===== config.mk =====
export PLATFORM = sky130hd
export DESIGN_NAME = multiplier_acc
export DESIGN_NICKNAME = d
export VERILOG_FILES = /design/src/rtl/multiplier_acc_pkg.sv /design/src/rtl/multiplier_acc.sv
export SDC_FILE = /design/constraint.sdc
export NUM_CORES = 1
export LEC_CHECK = 0
export CELL_PAD_IN_SITES_DETAIL_PLACEMENT = 1
export CELL_PAD_IN_SITES_GLOBAL_PLACEMENT = 1
export CORE_ASPECT_RATIO = 1.25
export CORE_MARGIN = 10
export CORE_UTILIZATION = 34
export CTS_CLUSTER_DIAMETER = 30
export DETAILED_ROUTE_END_ITERATION = 8
export PLACE_DENSITY_LB_ADDON = 0.1
export SYNTH_ARGS = -nofsm -noshare
export SYNTH_HDL_FRONTEND = slang
export SYNTH_SLANG_ARGS = --single-unit
export TNS_END_PERCENT = 5

===== constraint.sdc =====
create_clock -name clk -period 3.03 [get_ports clk]
set_clock_uncertainty 0.15 [all_clocks]
set_input_delay 0.303 -clock clk [delete_from_list [all_inputs] [get_ports clk]]
set_output_delay 0.303 -clock clk [all_outputs]
set_load 0.05 [all_outputs]

===== src/rtl/multiplier_acc_pkg.sv =====
// Shared constants for the shift-add multiply-accumulate. The widths match the
// companion divider so both blocks can be swapped in the same datapath.
package multiplier_acc_pkg;

   localparam int unsigned MUL_WIDTH = 32;
   localparam int unsigned MUL_CNT_W = 5;

   // Number of bits needed to count value distinct states.
   function automatic int unsigned clog2(input int unsigned value);
      int unsigned result;
      int unsigned v;
      result = 0;
      if (value > 1) begin
         v = value - 1;
         while (v > 0) begin
            result = result + 1;
            v = v >> 1;
         end
      end
      return result;
   endfunction

endpackage


===== src/rtl/multiplier_acc.sv =====
// Sequential unsigned multiply-accumulate: product = multiplicand * multiplier + addend,
// one multiplier bit per cycle. The addend rides in the high half and is shifted in for free.
module multiplier_acc
   import multiplier_acc_pkg::*;
#(
   parameter int unsigned WIDTH = MUL_WIDTH
) (
   input  logic               clk,
   input  logic               rst,
   input  logic [WIDTH-1:0]   multiplicand,
   input  logic [WIDTH-1:0]   multiplier,
   input  logic [WIDTH-1:0]   addend,
   input  logic               start,
   output logic [2*WIDTH-1:0] product,
   output logic               busy,
   output logic               done
);

   localparam int unsigned     CNT_W = (clog2(WIDTH) > 0) ? clog2(WIDTH) : 1;
   localparam logic [CNT_W-1:0] LAST  = CNT_W'(WIDTH - 1);

   logic [WIDTH-1:0] hi;
   logic [WIDTH-1:0] lo;
   logic [WIDTH-1:0] reg_a;
   logic [CNT_W-1:0] count;
   logic             busy_d;
   logic [WIDTH:0]   sum;

   // The carry out of the add lands in sum[WIDTH] and is shifted straight into hi.
   always_comb begin
      sum = {1'b0, hi} + (lo[0] ? {1'b0, reg_a} : '0);
   end

   always_ff @(posedge clk or negedge rst) begin
      if (!rst) begin
         hi     <= '0;
         lo     <= '0;
         reg_a  <= '0;
         count  <= '0;
         busy   <= 1'b0;
         busy_d <= 1'b0;
      end else begin
         busy_d <= busy;
         if (start) begin
            hi    <= addend;
            lo    <= multiplier;
            reg_a <= multiplicand;
            count <= '0;
            busy  <= 1'b1;
         end else if (busy) begin
            {hi, lo} <= {sum, lo[WIDTH-1:1]};
            count    <= count + 1'b1;
            if (count == LAST) begin
               busy <= 1'b0;
            end
         end
      end
   end

   assign product = {hi, lo};
   assign done    = ~busy & busy_d;

endmodule


==> run summary <==
RSZ-0062 raised after global routing = true
Worst R2R End = hi[27]
Routed wire per std cell = 18.5 um
CP Cell Sequence = and2_4 > ha_4 > fa_2 > a211oi_2 > o21ai_2 > o21ai_2 > a21oi_2 > o21ai_2 > o21bai_2 > a311oi_2 > mux2i_1 > a221o_1
antenna violations before repair = 0
Vias/cell = 5.09
Final setup violation count = 0
Yosys cell types = 54
Worst path depth = 12
core area = 0.0180 mm^2
Slew Viols, Final = 0
Synth async-reset ratio = 100%
Port Buffer Count = 164
Clock power frac = 23.1%
peak supply drop = 0.291 mV
post-DP HPWL = 15300 um
Sw Ratio = 39.6%
Post-Syn Nets = 764
R2R setup slack = 20 ps
Post-synth EDFFs = 0
Worst Path Arrival = 3110 ps
CP max stage delay = 470 ps
WP data required = 3130 ps
num rows = 55
share of post-route cells with drive strength above 1 = 17.6%
global-route wire length before repair = 32300 um
Setup Crit Path Kind = flip-flop to flip-flop
Cells after Synth = 630
cell family with most CP delay = compound AO/OA/AOI/OAI gates
GRT Overall Usage = 16.4%
Max transition margin = 57.1%
most frequent CP cell = o21ai_2
Num CTS Buffers = 9
Net Switching = 2.27 mW
1st-pass router iterations = 4
Clock transition at path regs = 70 ps
Starting Density = 34.5%
final hold vios = 0
Final ANT Viol Nets = 0
via count = 5445
dpl cells = 1046
diode count = 0
CTS Sinks = 103
slowest stage cell, crit path = dfrtp_2
Fmax = 332 MHz
Ys Warns = 0
Post-route DRC = 0
syn avg cell area = 9.87 um^2
worst hold margin = 294 ps
Root Buffer = clkbuf_16
Internal Power = 3.46 mW
worst-path maximum fanout = 6
critical path endpoint = hi[27]
clock buffer depth = 2
Layout Cells excl Fill = 1069
Primary FF master, synth = dfrtp_1
largest net degree at the start of global routing = 105
Boundary Pins = 165
mapped cell area = 0.00622 mm^2
#FFs+latches synth = 103
Seq pwr share = 30.6%
Final Wtd Congestion = 0.867
Lkg Pwr = 4.20 nW
Max Cap Viol = 0
power share of the combinational group = 46.3%
power per cell area = 635 mW/mm^2
total number of H-tree levels = 3
Total Wirelength = 19800 um
vias in the first global route = 6232
DIE AREA = 0.0241 mm^2
Final Critical Period = 3010 ps
chip height = 171 um
CP endpoint kind = flip-flop
die width = 141 um
Slew @ Worst Pin = 644 ps
CTS tree = done
Clk Latency, worst-skew pair = 360 ps
sequential fraction of the synthesis area = 41.4%
Worst Hold Class = input pin to flip-flop
grt ovf = 0
synthesis-to-layout area growth = 45.1%
CP Launch Point = lo[0]
status = complete, no violations
r2r startpoint = lo[0]
CP bufs+invs = 0
Worst R2R Path Depth = 12
detailed router's first-iteration violation count = 189
Fill cells = 2012
Nets = 970
post-route clock period utilization = 99.3%
critical path launch point type = flip-flop
how the worst min path moves through the flow:
stage	startpoint	endpoint	slack, ps	cells past startpoint
6_report	start	hi[18]	290	3
4_1_cts	start	hi[29]	290	3
2_1_floorplan	rst	busy	-140	0
3_3_place_gp	rst	reg_a[15]	160	1
3_5_place_dp	rst	reg_a[15]	170	1
5_1_grt	start	hi[21]	330	3
synthesized netlist by cell type (3+ instances only):
cell type / instances / area [um^2]
a21oi_2: 5 / 43.8
dfrtp_1: 103 / 2580
nand3_1: 4 / 20.0
and2_1: 33 / 206
o211ai_1: 4 / 30.0
a21o_1: 13 / 97.6
xnor2_1: 20 / 175
inv_1: 14 / 52.6
nor3_1: 3 / 15.0
a211oi_1: 6 / 45.0
and3_1: 3 / 18.8
clkbuf_1: 17 / 63.8
mux2i_1: 54 / 541
ha_1: 34 / 425
xor2_1: 11 / 96.3
a31oi_1: 6 / 37.5
nor2b_1: 9 / 56.3
o21ai_1: 6 / 30.0
o21ai_0: 65 / 325
a22oi_1: 6 / 45.0
buf_1: 13 / 48.8
nor2_1: 21 / 78.8
nand4_1: 4 / 25.0
a21oi_1: 27 / 135
mux2_2: 32 / 360
o21bai_1: 5 / 37.5
nand2_1: 78 / 293
sequential cells by signal, indices dropped and copies added, names as in the netlist:
signal  count
hi         32
lo         32
reg_a      32
count       5
busy        1
busy_d      1
worst reg2reg max path: stages, from the launching register on:
cell	delay, ps
dfrtp_2	470
and2_4	170
ha_4	160
fa_2	380
a211oi_2	230
o21ai_2	110
o21ai_2	160
a21oi_2	90
o21ai_2	200
o21bai_2	90
a311oi_2	310
mux2i_1	120
a221o_1	260
metrics by stage:
| stage | setup WS (ps) | TNS [ps] | util [%] | total power, mW | cell area [um^2] |
|---|---|---|---|---|---|
| after global routing | -171 | -1310 | 50.1 | 6.08 | 9030 |
| final | 20.1 | 0 | 50.1 | 5.74 | 9030 |
| after CTS | -15.5 | -36.0 | 49.7 | 5.77 | 8960 |
| after global placement | 8.07 | 0 | 47.2 | 4.31 | 8510 |
| after detailed placement | -65.6 | -217 | 47.2 | 4.36 | 8510 |
| after floorplan | -23.1 | -23.1 | - | 3.33 | 6270 |
kinds of logic (layout without fill, tap and decap cells):
logic type / Yosys count / after routing / synth area share (%)
flip-flops: 103 / 103 / 41.4
AND/OR/NAND/NOR: 165 / 165 / 12.7
AO/OA/AOI/OAI: 166 / 166 / 17.3
multiplexers: 86 / 86 / 14.5
adder cells (fa/ha/maj): 35 / 35 / 7.16
buffers and inverters: 44 / 255 / 2.65
XOR/XNOR: 31 / 31 / 4.36
power by group through the flow:
stage | sequential, mW | clock, mW | combinational [mW]
floorplan | 2.25 | 0 | 1.08
global placement | 1.78 | 0 | 2.53
detailed placement | 1.78 | 0 | 2.58
CTS | 1.76 | 1.37 | 2.65
global route | 1.79 | 1.41 | 2.88
finish | 1.75 | 1.33 | 2.66
metal layers:
layer  vias up  track usage [%]  routed length (um)
met5         -                0                   0
met2       103             30.1               10700
met3        22             4.39                1010
li1       2650                -                   -
met4         0             5.67                 365
met1      2670             17.6                7780
area by class of cell:
class	count	area, um^2	share of cell area (%)
clock inverter	7	111	1.23
clock buffer	9	225	2.49
multi-input combinational	483	3630	40.2
tap	228	285	3.16
sequential	103	2580	28.6
inverter	14	52.6	0.582
timing repair buffer	225	2140	23.7
what timing repair did:
| item | 4_1_cts | 5_1_grt |
|---|---|---|
| hold endpoints to repair | 35 | 0 |
| gates cloned | 0 | 0 |
| gates resized for setup | 12 | 10 |
| setup buffers | 6 | 0 |
| hold buffers | 1 | 0 |
| pin swaps | 18 | 7 |
| endpoints found under the setup margin | 8 | 16 |
cells in the final DEF (no fill, tap or decap), drive strengths merged, types with 3 or more instances in the layout:
cell	count
mux2i	54
o21ai	73
clkdlybuf4s50	162
nor3	3
inv	17
o21a	3
ha	34
nand4	5
nand3	4
a21oi	32
xor2	11
nor2	21
dfrtp	103
o21bai	6
a31oi	6
xnor2	20
o211ai	4
and3	3
a22oi	6
a21o	13
a211oi	7
mux2	32
nand2	78
nor2b	9
o311ai	4
buf	62
and2	33
clkbuf	9
Note: power is estimated with default switching activity, not from simulation.
